==> src/rtl/gamma_window_sequencer.sv <==
// Opens a fixed-length capture window and converts negedge-encoded spike lines
// into per-line times (start value minus high samples), handed off with a valid/ready handshake.
module gamma_window_sequencer #(
  parameter int NUM_LINES = 4,
  parameter int MAX_VALUE = 8,
  localparam int W = $clog2(MAX_VALUE + 1)
) (
  input  logic                   clock,
  input  logic                   reset,
  input  logic                   start,
  input  logic                   clear,
  input  logic [NUM_LINES-1:0]   lines,
  input  logic                   out_ready,
  output logic                   busy,
  output logic [W-1:0]           window_count,
  output logic                   out_valid,
  output logic [NUM_LINES*W-1:0] out_times,
  output logic [NUM_LINES-1:0]   out_settled
);

  typedef enum logic [1:0] {IDLE, RUN, DONE} state_t;

  localparam logic [W-1:0]           MAX_W   = W'(MAX_VALUE);
  localparam logic [W-1:0]           ONE_W   = W'(1);
  localparam logic [NUM_LINES*W-1:0] ALL_MAX = {NUM_LINES{MAX_W}};

  state_t                 state_reg;
  logic                   busy_reg;
  logic                   out_valid_reg;
  logic [W-1:0]           window_count_reg;
  logic [NUM_LINES*W-1:0] times_reg;
  logic [NUM_LINES*W-1:0] times_next;
  logic [NUM_LINES-1:0]   settled_reg;
  logic [NUM_LINES-1:0]   settled_next;

  // Per-line update for one RUN sample; the zero guard keeps fields from wrapping.
  generate
    for (genvar gi = 0; gi < NUM_LINES; gi++) begin : g_line
      logic [W-1:0] field;
      assign field = times_reg[gi*W +: W];
      assign times_next[gi*W +: W] = (lines[gi] && (field != '0)) ? field - ONE_W : field;
      assign settled_next[gi] = settled_reg[gi] | ~lines[gi];
    end
  endgenerate

  always_ff @(posedge clock or posedge reset) begin
    if (reset) begin
      state_reg        <= IDLE;
      busy_reg         <= 1'b0;
      out_valid_reg    <= 1'b0;
      window_count_reg <= '0;
      times_reg        <= ALL_MAX;
      settled_reg      <= '0;
    end else if (clear) begin
      // Abort keeps the last times/settled visible but drops any pending result.
      state_reg        <= IDLE;
      busy_reg         <= 1'b0;
      out_valid_reg    <= 1'b0;
      window_count_reg <= '0;
    end else begin
      case (state_reg)
        IDLE: begin
          if (start) begin
            state_reg        <= RUN;
            busy_reg         <= 1'b1;
            window_count_reg <= MAX_W;
            times_reg        <= ALL_MAX;
            settled_reg      <= '0;
          end
        end
        RUN: begin
          times_reg        <= times_next;
          settled_reg      <= settled_next;
          window_count_reg <= window_count_reg - ONE_W;
          if (window_count_reg == ONE_W) begin
            state_reg     <= DONE;
            out_valid_reg <= 1'b1;
          end
        end
        DONE: begin
          if (out_ready) begin
            out_valid_reg <= 1'b0;
            if (start) begin
              // Back-to-back window: reload without passing through IDLE.
              state_reg        <= RUN;
              window_count_reg <= MAX_W;
              times_reg        <= ALL_MAX;
              settled_reg      <= '0;
            end else begin
              state_reg <= IDLE;
              busy_reg  <= 1'b0;
            end
          end
        end
        default: begin
          state_reg        <= IDLE;
          busy_reg         <= 1'b0;
          out_valid_reg    <= 1'b0;
          window_count_reg <= '0;
        end
      endcase
    end
  end

  assign busy         = busy_reg;
  assign out_valid    = out_valid_reg;
  assign window_count = window_count_reg;
  assign out_times    = times_reg;
  assign out_settled  = settled_reg;

endmodule

==> config.mk <==
export PLATFORM = sky130hd
export DESIGN_NAME = gamma_window_sequencer
export DESIGN_NICKNAME = d
export VERILOG_FILES = /design/src/rtl/gamma_window_sequencer.sv
export SDC_FILE = /design/constraint.sdc
export NUM_CORES = 1
export LEC_CHECK = 0
export CORE_MARGIN = 10
export CORE_UTILIZATION = 45
export CTS_CLUSTER_DIAMETER = 80
export DETAILED_ROUTE_END_ITERATION = 10
export PLACE_DENSITY = 0.72
export SETUP_SLACK_MARGIN = 0.1
export SLEW_MARGIN = 20
export SYNTH_ARGS = -nofsm -noshare
export SYNTH_HDL_FRONTEND = slang
export SYNTH_SLANG_ARGS = --single-unit
==> constraint.sdc <==
create_clock -name clock -period 3.5 [get_ports clock]
set_input_delay 1.05 -clock clock [delete_from_list [all_inputs] [get_ports clock]]
set_output_delay 1.05 -clock clock [all_outputs]
set_load 0.03 [all_outputs]
# --- Yosys cells after proc, flatten, opt, wreduce, memory -nomap -nowiden ---
# Cells that the tools add are included.
word_totals:
  register_bits: 28
  latch_bits: 0
  ramBits: 0
  romBits: 0
  inputBits: 9
  wordCells: 84
  n_memories: 0
classes:
  n_addsub: 5
  mul: 0
  div_mod_pow: 0
  magnitude_cmp: 0
  eq_ne: 14
  n_shift: 0
  muxes: 29
  bitwise: 9
  n_reduce_logical: 18
ops:
  columns: ["op", "count"]
  rows:
  - ["16-bit one-hot mux with 3 select lines", 1]
  - ["4-bit 2-to-1 mux", 9]
  - ["16-bit 2-to-1 mux", 2]
  - ["4-bit one-hot mux with 3 select lines", 2]
  - ["4-bit AND reduction", 5]
  - ["4-bit by 1-bit subtractor with 4-bit output (second input constant)", 5]
  - ["4-bit nonzero test", 4]
  - ["2-bit != test (second input constant)", 7]
  - ["3-bit != test (second input constant)", 4]
  - ["3-bit AND reduction", 3]
  - ["1-bit 2-to-1 mux", 8]
  - ["2-bit 2-to-1 mux", 4]
  - ["1-bit one-hot mux with 3 select lines", 2]
  - ["2-bit one-hot mux with 3 select lines", 1]
  - ["1-bit inverter", 5]
  - ["4-bit by 1-bit == test with 1-bit output (second input constant)", 1]
  - ["1-bit logical AND", 4]
  - ["1-bit OR", 4]
  - ["3-bit nonzero test", 1]
  - ["2-bit by 1-bit == test with 1-bit output (second input constant)", 1]
  - ["2-bit == test (second input constant)", 1]
  - ["2-bit zero test", 1]

# --- Logic depth before layout (Yosys ltp) ---
# Gate-level depths: netlist (run 1).
depth:
  depth_word: 4
  mapped_depth: 7
  mapped_depth_nobuf: 6

# --- Worst setup path before layout (run 1) ---
# No wires, ideal clock.
synth_timing:
  path_kind: "input-to-reg"
  from: "input port clear"
  to: "register times_reg[11], in the netlist out_times[11]"
  setup_time_ns: 0.082
  arrival_time_ns: 2.138
  required_time_ns: 3.418
  setup_slack_ns: 1.280
  cell_stages: 6
  path_buffers: 2
  cell_sequence: "buf_6 > o21bai_1 > a21o_1 > buf_6 > nor3_1 > mux2_2"
synth_via:
  elab_chain_len: 2
synth_rtl:
  columns: ["item", "line_no", "text"]
  rows:
  - ["from (decl)", "11", "input logic clear,"]
  - ["1-bit inverter (no source line)", null, null]
  - ["4-bit AND reduction (no source line)", null, null]
  - ["to (signal assigned)", "72", "times_reg <= times_next;"]
  - ["to (decl)", "31", "logic [NUM_LINES*W-1:0] times_reg;"]
# No other way between the ends.
# A chain may end at the register's enable or synchronous reset.

# --- Worst setup path after layout (run 1) ---
layout_timing:
  from: "input port clear"
  to: "register times_reg[7], in the netlist out_times[7]"
# The elaborated chain is that of the path after synthesis.

==> results of run 1 <==
[synthesized netlist by cell type (4+ instances only)]
library cell / number
dfrtp_1: 24
inv_1: 12
nand2_1: 12
o21ai_0: 12
nand2b_1: 11
ha_1: 10
nor2_1: 8
or3_1: 8
nor3_1: 6
mux2_2: 5
a21oi_1: 4
a21oi_2: 4
buf_6: 4
dfstp_2: 4
mux2i_1: 4
o21a_1: 4
o21ai_1: 4
o41ai_2: 4
or3b_1: 4
[cells by family after synthesis]
logic type      count (synthesis)  synth area share (%)
mux                             9                  5.70
buf+inv                        21                  6.73
fa+ha+maj                      10                  7.40
compound gates                 42                  18.3
flops                          28                  41.7
simple gates                   58                  20.1
[routing by layer]
| metal | part of all wire (%) | wire length [um] | track usage (%) | vias to the layer above |
|---|---|---|---|---|
| li1 | - | - | - | 646 |
| met1 | 44 | 1600 | 13.4 | 631 |
| met2 | 50 | 1830 | 20.9 | 19 |
| met3 | 5.0 | 184 | 2.98 | 4 |
| met4 | 1.0 | 38 | 4.15 | 0 |
| met5 | 0 | 0 | 0 | - |
[stage by stage]
| stage | hold slack (ns) | std cells | total power [W] |
|---|---|---|---|
| floorplan | 0.619 | 168 | 0.000997 |
| global placement | 0.475 | 243 | 0.00123 |
| detailed placement | 0.483 | 243 | 0.00126 |
| CTS | 0.504 | 247 | 0.00145 |
| global route | 0.527 | 247 | 0.00153 |
| finish | 0.498 | 247 | 0.00142 |
[report_power, final]
part           switching, W  total (W)  internal [W]  leakage [nW]
Combinational      0.000390   0.000720      0.000330         0.499
Sequential        0.0000927   0.000523      0.000431         0.355
Clock             0.0000983   0.000180     0.0000817        0.0228
[final cells by class]
class | count | area (um2) | share of cell area (%)
clock buffers | 4 | 45.0 | 2.16
inverters | 12 | 45.0 | 2.16
multi-input cells | 119 | 872 | 41.9
flip-flops and latches | 28 | 706 | 33.9
well taps | 48 | 60.1 | 2.88
repair buffers | 36 | 355 | 17.1
[how the worst min path moves through the flow]
stage / startpoint / depth (start not counted) / slack (ns) / endpoint
final: out_settled[1] / 1 / 0.50 / out_settled[1]
after global routing: out_settled[1] / 1 / 0.53 / out_settled[1]
after CTS: out_settled[1] / 1 / 0.50 / out_settled[1]
after detailed placement: out_settled[1] / 1 / 0.48 / out_settled[1]
after global placement: out_settled[1] / 1 / 0.47 / out_settled[1]
after floorplan: state_reg[0] / 3 / 0.62 / state_reg[1]
[worst register-to-register path, delay by kind of cell (launching register included)]
family / cells / cell delay, ns
multiplexers: 1 / 0.31
AND/OR/NAND/NOR: 2 / 0.36
AO/OA/AOI/OAI: 1 / 0.73
flip-flops: 1 / 0.50
==> results.py, run 1 <==
metrics = {
    "global_routing": {
        "grt_max_degree": 30,
        "grt_pass1_vias": 1353,
        "grt_remaining_overflow": 0,
        "antenna_found_initial": 0,
        "grt_usage_pct": 11.8,
        "grt_pass1_wl_um": 6350,
    },
    "power": {
        "power.density_mw_per_mm2": 683,
        "ir_drop_mv": 0.328,
        "p_leak_nw": 0.876,
    },
    "routing": {
        "totalWireLength_um": 3650,
        "post-route-drc-count": 0,
        "routedWlPerCell_um": 14.8,
        "num_vias": 1300,
        "ant_nets": 0,
        "avgViaCountPerCell": 5.26,
        "drtIter0Drc": 79,
        "dr.pass1.iters": 4,
    },
    "worst_hold_path": {
        "min_path_type": "reg -> reg",
    },
    "timing": {
        "tns_ns": 0,
        "period_minus_slack_ns": 2.85,
        "fin_crit_sh_pct": 81.5,
        "finalSetupViolations": 0,
        "drv_slew": 0,
        "hold_viol_final": 0,
        "worst_pin_slew_ns": 0.918,
        "slew_headroom_pct": 38.8,
        "fin_worst_skew_ns": 0.00284,
        "grt_setup_unrepaired": "false",
        "worst_slack_ns": 0.647,
        "max_freq_ghz": 0.351,
    },
    "flow_run": {
        "maxCapViolCount": 0,
    },
    "yosys": {
        "synth_edf_count": 0,
        "yosysTopAreaCell": "dfrtp_1",
        "synthTopCellsByArea": "dfrtp_1, ha_1, dfstp_2",
        "synth.avg_cell_area_um2": 10.1,
        "synth_area_mm2": 0.00169,
        "ys_types": 37,
        "ys_warn_count": 0,
        "yosys_register_bits": 28,
        "ys.flop_type": "dfrtp_1",
        "syn_nets": 187,
        "synth-seq-area-share_pct": 41.7,
        "synth_top_area_share_pct": 35.5,
        "async_reset_ff_share_pct": 100,
        "synthCells": 168,
    },
    "clock_tree": {
        "cts_resized": 0,
        "htree_num_levels": 1,
        "cts.path.max_buffers": 2,
        "clockRootBuffer": "clkbuf_8",
        "clk_latency_ns": 0.27,
        "numCtsBuffers": 3,
        "cts_tree": "yes",
        "cts_sinks": 28,
        "holdBufCountCts": 0,
        "post_cts_buffers": 0,
        "clk_pin_slew_ns": 0.09,
    },
    "floorplan": {
        "start_util_pct": 46.2,
        "die_w_um": 81.3,
        "num_rows": 22,
        "core_area_mm2": 0.00366,
        "die_h_um": 81.3,
        "io_pins": 35,
        "die_area_mm2": 0.00661,
    },
    "final_layout": {
        "design_area_mm2": 0.00208,
        "final_nets": 219,
        "largest_reg_flops": 16,
        "layout-drive-gt1-share_pct": 13.6,
        "area_growth_syn_to_layout_pct": 23.2,
        "fin_util_pct": 56.9,
        "layout_commonest_cell": "clkdlybuf4s50_1",
        "final_cell_mix": "clkdlybuf4s50_1, dfrtp_1, o21ai_0, inv_1, nand2_1",
        "fillers": 323,
        "antenna_cells": 0,
    },
    "setup_path": {
        "crit_end": "out_times[7]",
        "cp_num_cells": 5,
        "required_ns": 3.71,
        "crit_type": "in -> reg",
        "reg2reg_depth": 4,
        "r2r-end": "out_times[7]",
        "rrSetupSlack_ns": 1.54,
        "max_stage_delay_ns": 0.72,
        "r2r-start": "state_reg[0]",
        "crit_path_top_delay_cell": "a21o_1",
        "arrival_ns": 3.06,
        "cp_cell_sequence": "clkdlybuf4s50_1 > o21bai_1 > a21o_1 > nor3_1 > mux2_2",
        "worst-path-buf-inv": 1,
        "startpoint": "clear",
        "crit_family": "compound AO/OA/AOI/OAI gates",
        "crit_fanout": 29,
        "endpoint_kind": "register",
        "cp-start-kind": "input pin",
    },
    "status": {
        "outcome": "completed",
    },
    "placement": {
        "dpl_worst_slack_ns": 0.337,
        "dp_hpwl_um": 2700,
        "port_buffers": 34,
        "gp_congestion": 0.754,
        "dpl-instance-area_mm2": 0.00204,
    },
}
(Power assumes the default switching activity.)
==> run 2, diff against run 1 <==
--- a/config.mk
+++ b/config.mk
@@ -9,7 +9,7 @@
 export CORE_UTILIZATION = 45
 export CTS_CLUSTER_DIAMETER = 80
 export DETAILED_ROUTE_END_ITERATION = 10
-export PLACE_DENSITY = 0.72
+export PLACE_DENSITY = 0.74
 export SETUP_SLACK_MARGIN = 0.1
 export SLEW_MARGIN = 20
 export SYNTH_ARGS = -nofsm -noshare
==> constraint.sdc (replaced) <==
create_clock -name clock -period 2.41 [get_ports clock]
set_input_delay 0.723 -clock clock [delete_from_list [all_inputs] [get_ports clock]]
set_output_delay 0.723 -clock clock [all_outputs]
set_load 0.03 [all_outputs]
==> run 2 against run 1 <==
  * Global-route usage rose by 0.41 points
  * Total power increased by 56%
  * First-iteration DRC count fell by 32%
  * Worst hold slack barely moved
  * Critical path type is now reg -> out
  * Cell count rose by 1.6%
  * Sequential power grew 46%
  * Count of clock-buffer cells in the layout fell by 1
  * Largest power group unchanged
  * Worst setup slack got worse by 0.48 ns
  * Register-to-register slack worse by 0.97 ns
==> results.py, run 2 (synthesized netlist as in run 1, its figures left out) <==
metrics = {
    "timing": {
        "max_freq_ghz": 0.446,
        "worst_pin_slew_ns": 0.499,
        "fin_worst_skew_ns": 0.00256,
        "grt_setup_unrepaired": "false",
        "finalSetupViolations": 0,
        "fin_crit_sh_pct": 93.0,
        "period_minus_slack_ns": 2.24,
        "slew_headroom_pct": 66.7,
        "tns_ns": 0,
        "drv_slew": 0,
        "hold_viol_final": 0,
    },
    "setup_path": {
        "arrival_ns": 1.52,
        "endpoint_kind": "output pin",
        "reg2reg_depth": 5,
        "crit_path_top_delay_cell": "clkdlybuf4s50_1",
        "cp_cell_sequence": "clkdlybuf4s50_1",
        "crit_fanout": 4,
        "required_ns": 1.69,
        "worst-path-buf-inv": 1,
        "cp_num_cells": 1,
        "crit_family": "buffers and inverters",
        "max_stage_delay_ns": 0.68,
        "crit_type": "reg -> out",
        "cp-start-kind": "register",
    },
    "global_routing": {
        "grt_max_degree": 30,
        "grt_pass1_vias": 1395,
        "grt_remaining_overflow": 0,
        "grt_usage_pct": 12.2,
        "antenna_found_initial": 0,
        "grt_pass1_wl_um": 6470,
    },
    "floorplan": {
        "die_h_um": 81.3,
        "num_rows": 22,
        "die_w_um": 81.3,
        "core_area_mm2": 0.00366,
        "die_area_mm2": 0.00661,
        "io_pins": 35,
        "start_util_pct": 46.2,
    },
    "clock_tree": {
        "holdBufCountCts": 0,
        "cts_resized": 0,
        "cts.path.max_buffers": 2,
        "cts_sinks": 28,
        "clk_latency_ns": 0.28,
        "htree_num_levels": 1,
        "clk_pin_slew_ns": 0.10,
        "numCtsBuffers": 3,
        "post_cts_buffers": 0,
        "clockRootBuffer": "clkbuf_8",
        "cts_tree": "yes",
    },
    "final_layout": {
        "fillers": 311,
        "largest_reg_flops": 16,
        "final_cell_mix": "clkdlybuf4s50_1, dfrtp_1, o21ai_0, inv_1, nand2_1",
        "final_nets": 223,
        "layout-drive-gt1-share_pct": 15.8,
        "multiInputGateArea_um2": 872,
        "design_area_mm2": 0.00218,
        "layout_commonest_cell": "clkdlybuf4s50_1",
        "instances_no_fill": 251,
        "regArea_um2": 706,
        "fin_util_pct": 59.5,
        "antenna_cells": 0,
        "area_growth_syn_to_layout_pct": 28.7,
    },
    "worst_hold_path": {
        "min_path_type": "reg -> reg",
        "holdPathStages": 1,
    },
    "power": {
        "ir_drop_mv": 0.489,
        "finalPower_w": 0.00221,
        "power.density_mw_per_mm2": 1020,
        "p_leak_nw": 0.923,
    },
    "routing": {
        "ant_nets": 0,
        "routedWlPerCell_um": 15.4,
        "dr.pass1.iters": 4,
        "avgViaCountPerCell": 5.45,
        "post-route-drc-count": 0,
        "num_vias": 1369,
        "totalWireLength_um": 3850,
        "drtIter0Drc": 54,
    },
    "placement": {
        "dp_cells": 247,
        "dpl-instance-area_mm2": 0.00211,
        "gp_congestion": 0.796,
        "dp_hpwl_um": 2930,
        "port_buffers": 34,
    },
    "status": {
        "outcome": "completed",
    },
    "flow_run": {
        "maxCapViolCount": 0,
    },
}
[run 2: power by group]
group	leakage (nW)	switching (W)	internal [W]
clock network	0.0357	0.000155	0.000223
registers	0.355	0.000138	0.000625
logic	0.533	0.000577	0.000496
[run 2: through the flow]
stage	hold WS, ns	setup slack, ns
2_1_floorplan	0.619	0.517
3_3_place_gp	0.473	0.0666
3_5_place_dp	0.482	0.0223
4_1_cts	0.505	0.157
5_1_grt	0.522	0.129
6_report	0.498	0.169
[run 2: worst paths after layout]
check,start,endpoint,slack [ns]
setup / recovery,out_times[15],out_times[15],0.17
hold / removal,out_settled[1],out_settled[1],0.50
setup reg to reg,state_reg[1],out_times[15],0.57
hold reg to reg,out_settled[1],out_settled[1],0.50
max in group asynchronous,reset,out_times[3],1.09
min in group asynchronous,reset,window_count[2],0.78
[run 2: metal layers]
| layer | track usage, % | wire length (um) |
|---|---|---|
| met2 | 21.9 | 1970 |
| met1 | 13.4 | 1590 |
| met4 | 4.15 | 49 |
| met3 | 3.42 | 247 |
| met5 | 0 | 0 |
[run 2: final cells by class]
type / count / share of cell area (%)
Sequential cell: 28 / 32.4
Multi-Input combinational cell: 119 / 40.1
Timing Repair Buffer: 40 / 19.4
Clock buffer: 3 / 1.90
Inverter: 12 / 2.07
Tap cell: 48 / 2.76
Clock inverter: 1 / 1.38
==> RTL change (settings of run 1) <==
`MAX_VALUE`: 8 -> 16.
--- a/src/rtl/gamma_window_sequencer.sv
+++ b/src/rtl/gamma_window_sequencer.sv
@@ -2,7 +2,7 @@
 // into per-line times (start value minus high samples), handed off with a valid/ready handshake.
 module gamma_window_sequencer #(
   parameter int NUM_LINES = 4,
-  parameter int MAX_VALUE = 8,
+  parameter int MAX_VALUE = 16,
   localparam int W = $clog2(MAX_VALUE + 1)
 ) (
   input  logic                   clock,
Interface: changed (resized out_times and window_count); port bits go from 35 to 40. The function was not compared with the original's and may differ.
==> RTL change against run 1 <==
- cell count up 16%
- routed wire length up 20%
- synthesized cell count up 17%
- sequential share of layout area up 1.9 points
- sequential cell count up 5
- worst setup slack better by 0.27 ns
- final area up 12%
- total power up 47%
- core utilization up 4.7 points
- combinational power up 53%
- global-route usage up 0.83 points
- register-to-register slack better by 0.18 ns
- area after synthesis up 6.7%
- largest power group unchanged
==> RTL change: results (changes against run 1) <==
worst_setup_path:
  path_max_fanout: 5  # -83%
  crit_family: "buffers and inverters"
  max_stage_delay_ns: 0.68  # -0.04 ns
  crit_path_end: "out_times[9]"
  reg2reg_to: "out_times[18]$_DFFE_PP0P_"
  ff2ff_setup_slack_ns: 1.72  # +0.18 ns
yosys:
  synthMuxAreaShare: 0  # -0.05695
  synthAdderAreaFrac: 0.06241  # -0.01155
  ys_types: 36  # -2.7%
  synth_common_cells: "o21ai_0 (35), dfrtp_1 (29), inv_1 (17)"
  synth-compound-area-share: 0.2295  # +0.04611
  synth_xor_area_frac: 0.004854  # +0.004854
  syn_inst: 197  # +17%
  synth_fp_nets: 215  # +15%
  ys_seq_area_frac: 0.4605  # +0.04331
detailed_routing:
  route.met2.wl_um: 2023  # +10%
  first_iter_violations: 95  # +20%
  met3_length_um: 361  # +96%
  via_per_inst: 5.561  # +5.7%
pwr:
  p_leak_nw: 0.9487  # +8.3%
  ir_drop_v: 0.0004437  # +35%
cells_and_area:
  stdcell_count: 287  # +16%
  drive_gt1_frac: 0.06695  # -0.06873
  area_growth_pct: 28.85
  fillers: 344  # +6.5%
clocking:
  clk_pin_slew_ns: 0.07  # -0.02 ns
  ctsHtreeMaxLevel: 2  # +1
  cts_buffers: 5  # +2
timing:
  fin_crit_sh: 0.7369  # -0.07810
  whs_ns: 0.5012  # +0.003173 ns
  clock_skew_ns: 0.007797  # +0.004952 ns
grt:
  grt_pass1_vias: 1564  # +16%
  grt_usage: 0.1261  # +0.008319
  grt_first_pass_wirelength_um: 7452  # +17%
  grt_util_met2: 0.1941  # -0.01440
  grt_max_degree: 34  # +13%
  grtUsageMet3: 0.05273  # +0.02293
placed_design:
  io_buffer_count: 39  # +15%
  placedCellCount: 279  # +15%
  place_area_mm2: 0.002235  # +9.6%
  post-dp-hpwl_um: 3118  # +16%
  pre_cts_slack_ns: 0.6655  # +0.3282 ns
  gp_congestion: 0.7796  # +3.3%
outcome:
  run_status: "completed"
min_path:
  min-delay-start: "out_settled[2]$_DFFE_PP0P_"
==> RTL change: cell count changes in the layout (fill, tap and decap cells not counted), moves of 5 or more <==
cell             change
dfrtp_1              +5
o21ai_0             +23
or3_1                -7
nand2b_1             -6
clkdlybuf4s50_1      +5
a21oi_1             +10
nand3_1              +6
mux2_2               -5
inv_1                +5
==> RTL change: kinds of logic (layout without fill, tap and decap cells) <==
logic type,Yosys count,in the layout
compound gates,72,72
flops,33,33
xor+xnor,1,1
simple gates,59,59
fa+ha+maj,9,9
buf+inv,23,65
==> RTL change: layout make-up <==
cell class,instances,share of cell area
sequential,33,0.3574
multi-input combinational,141,0.3794
tap,48,0.02583
clock buffer,8,0.03875
inverter,17,0.02745
timing repair buffer,40,0.1712
==> RTL change: power breakdown <==
group | switching, mW | leakage (nW) | total, mW | internal [mW]
sequential | 0.159 | 0.422 | 0.694 | 0.535
combinational | 0.638 | 0.481 | 1.10 | 0.466
clock | 0.137 | 0.0455 | 0.297 | 0.160
total | 0.934 | 0.949 | 2.10 | 1.16
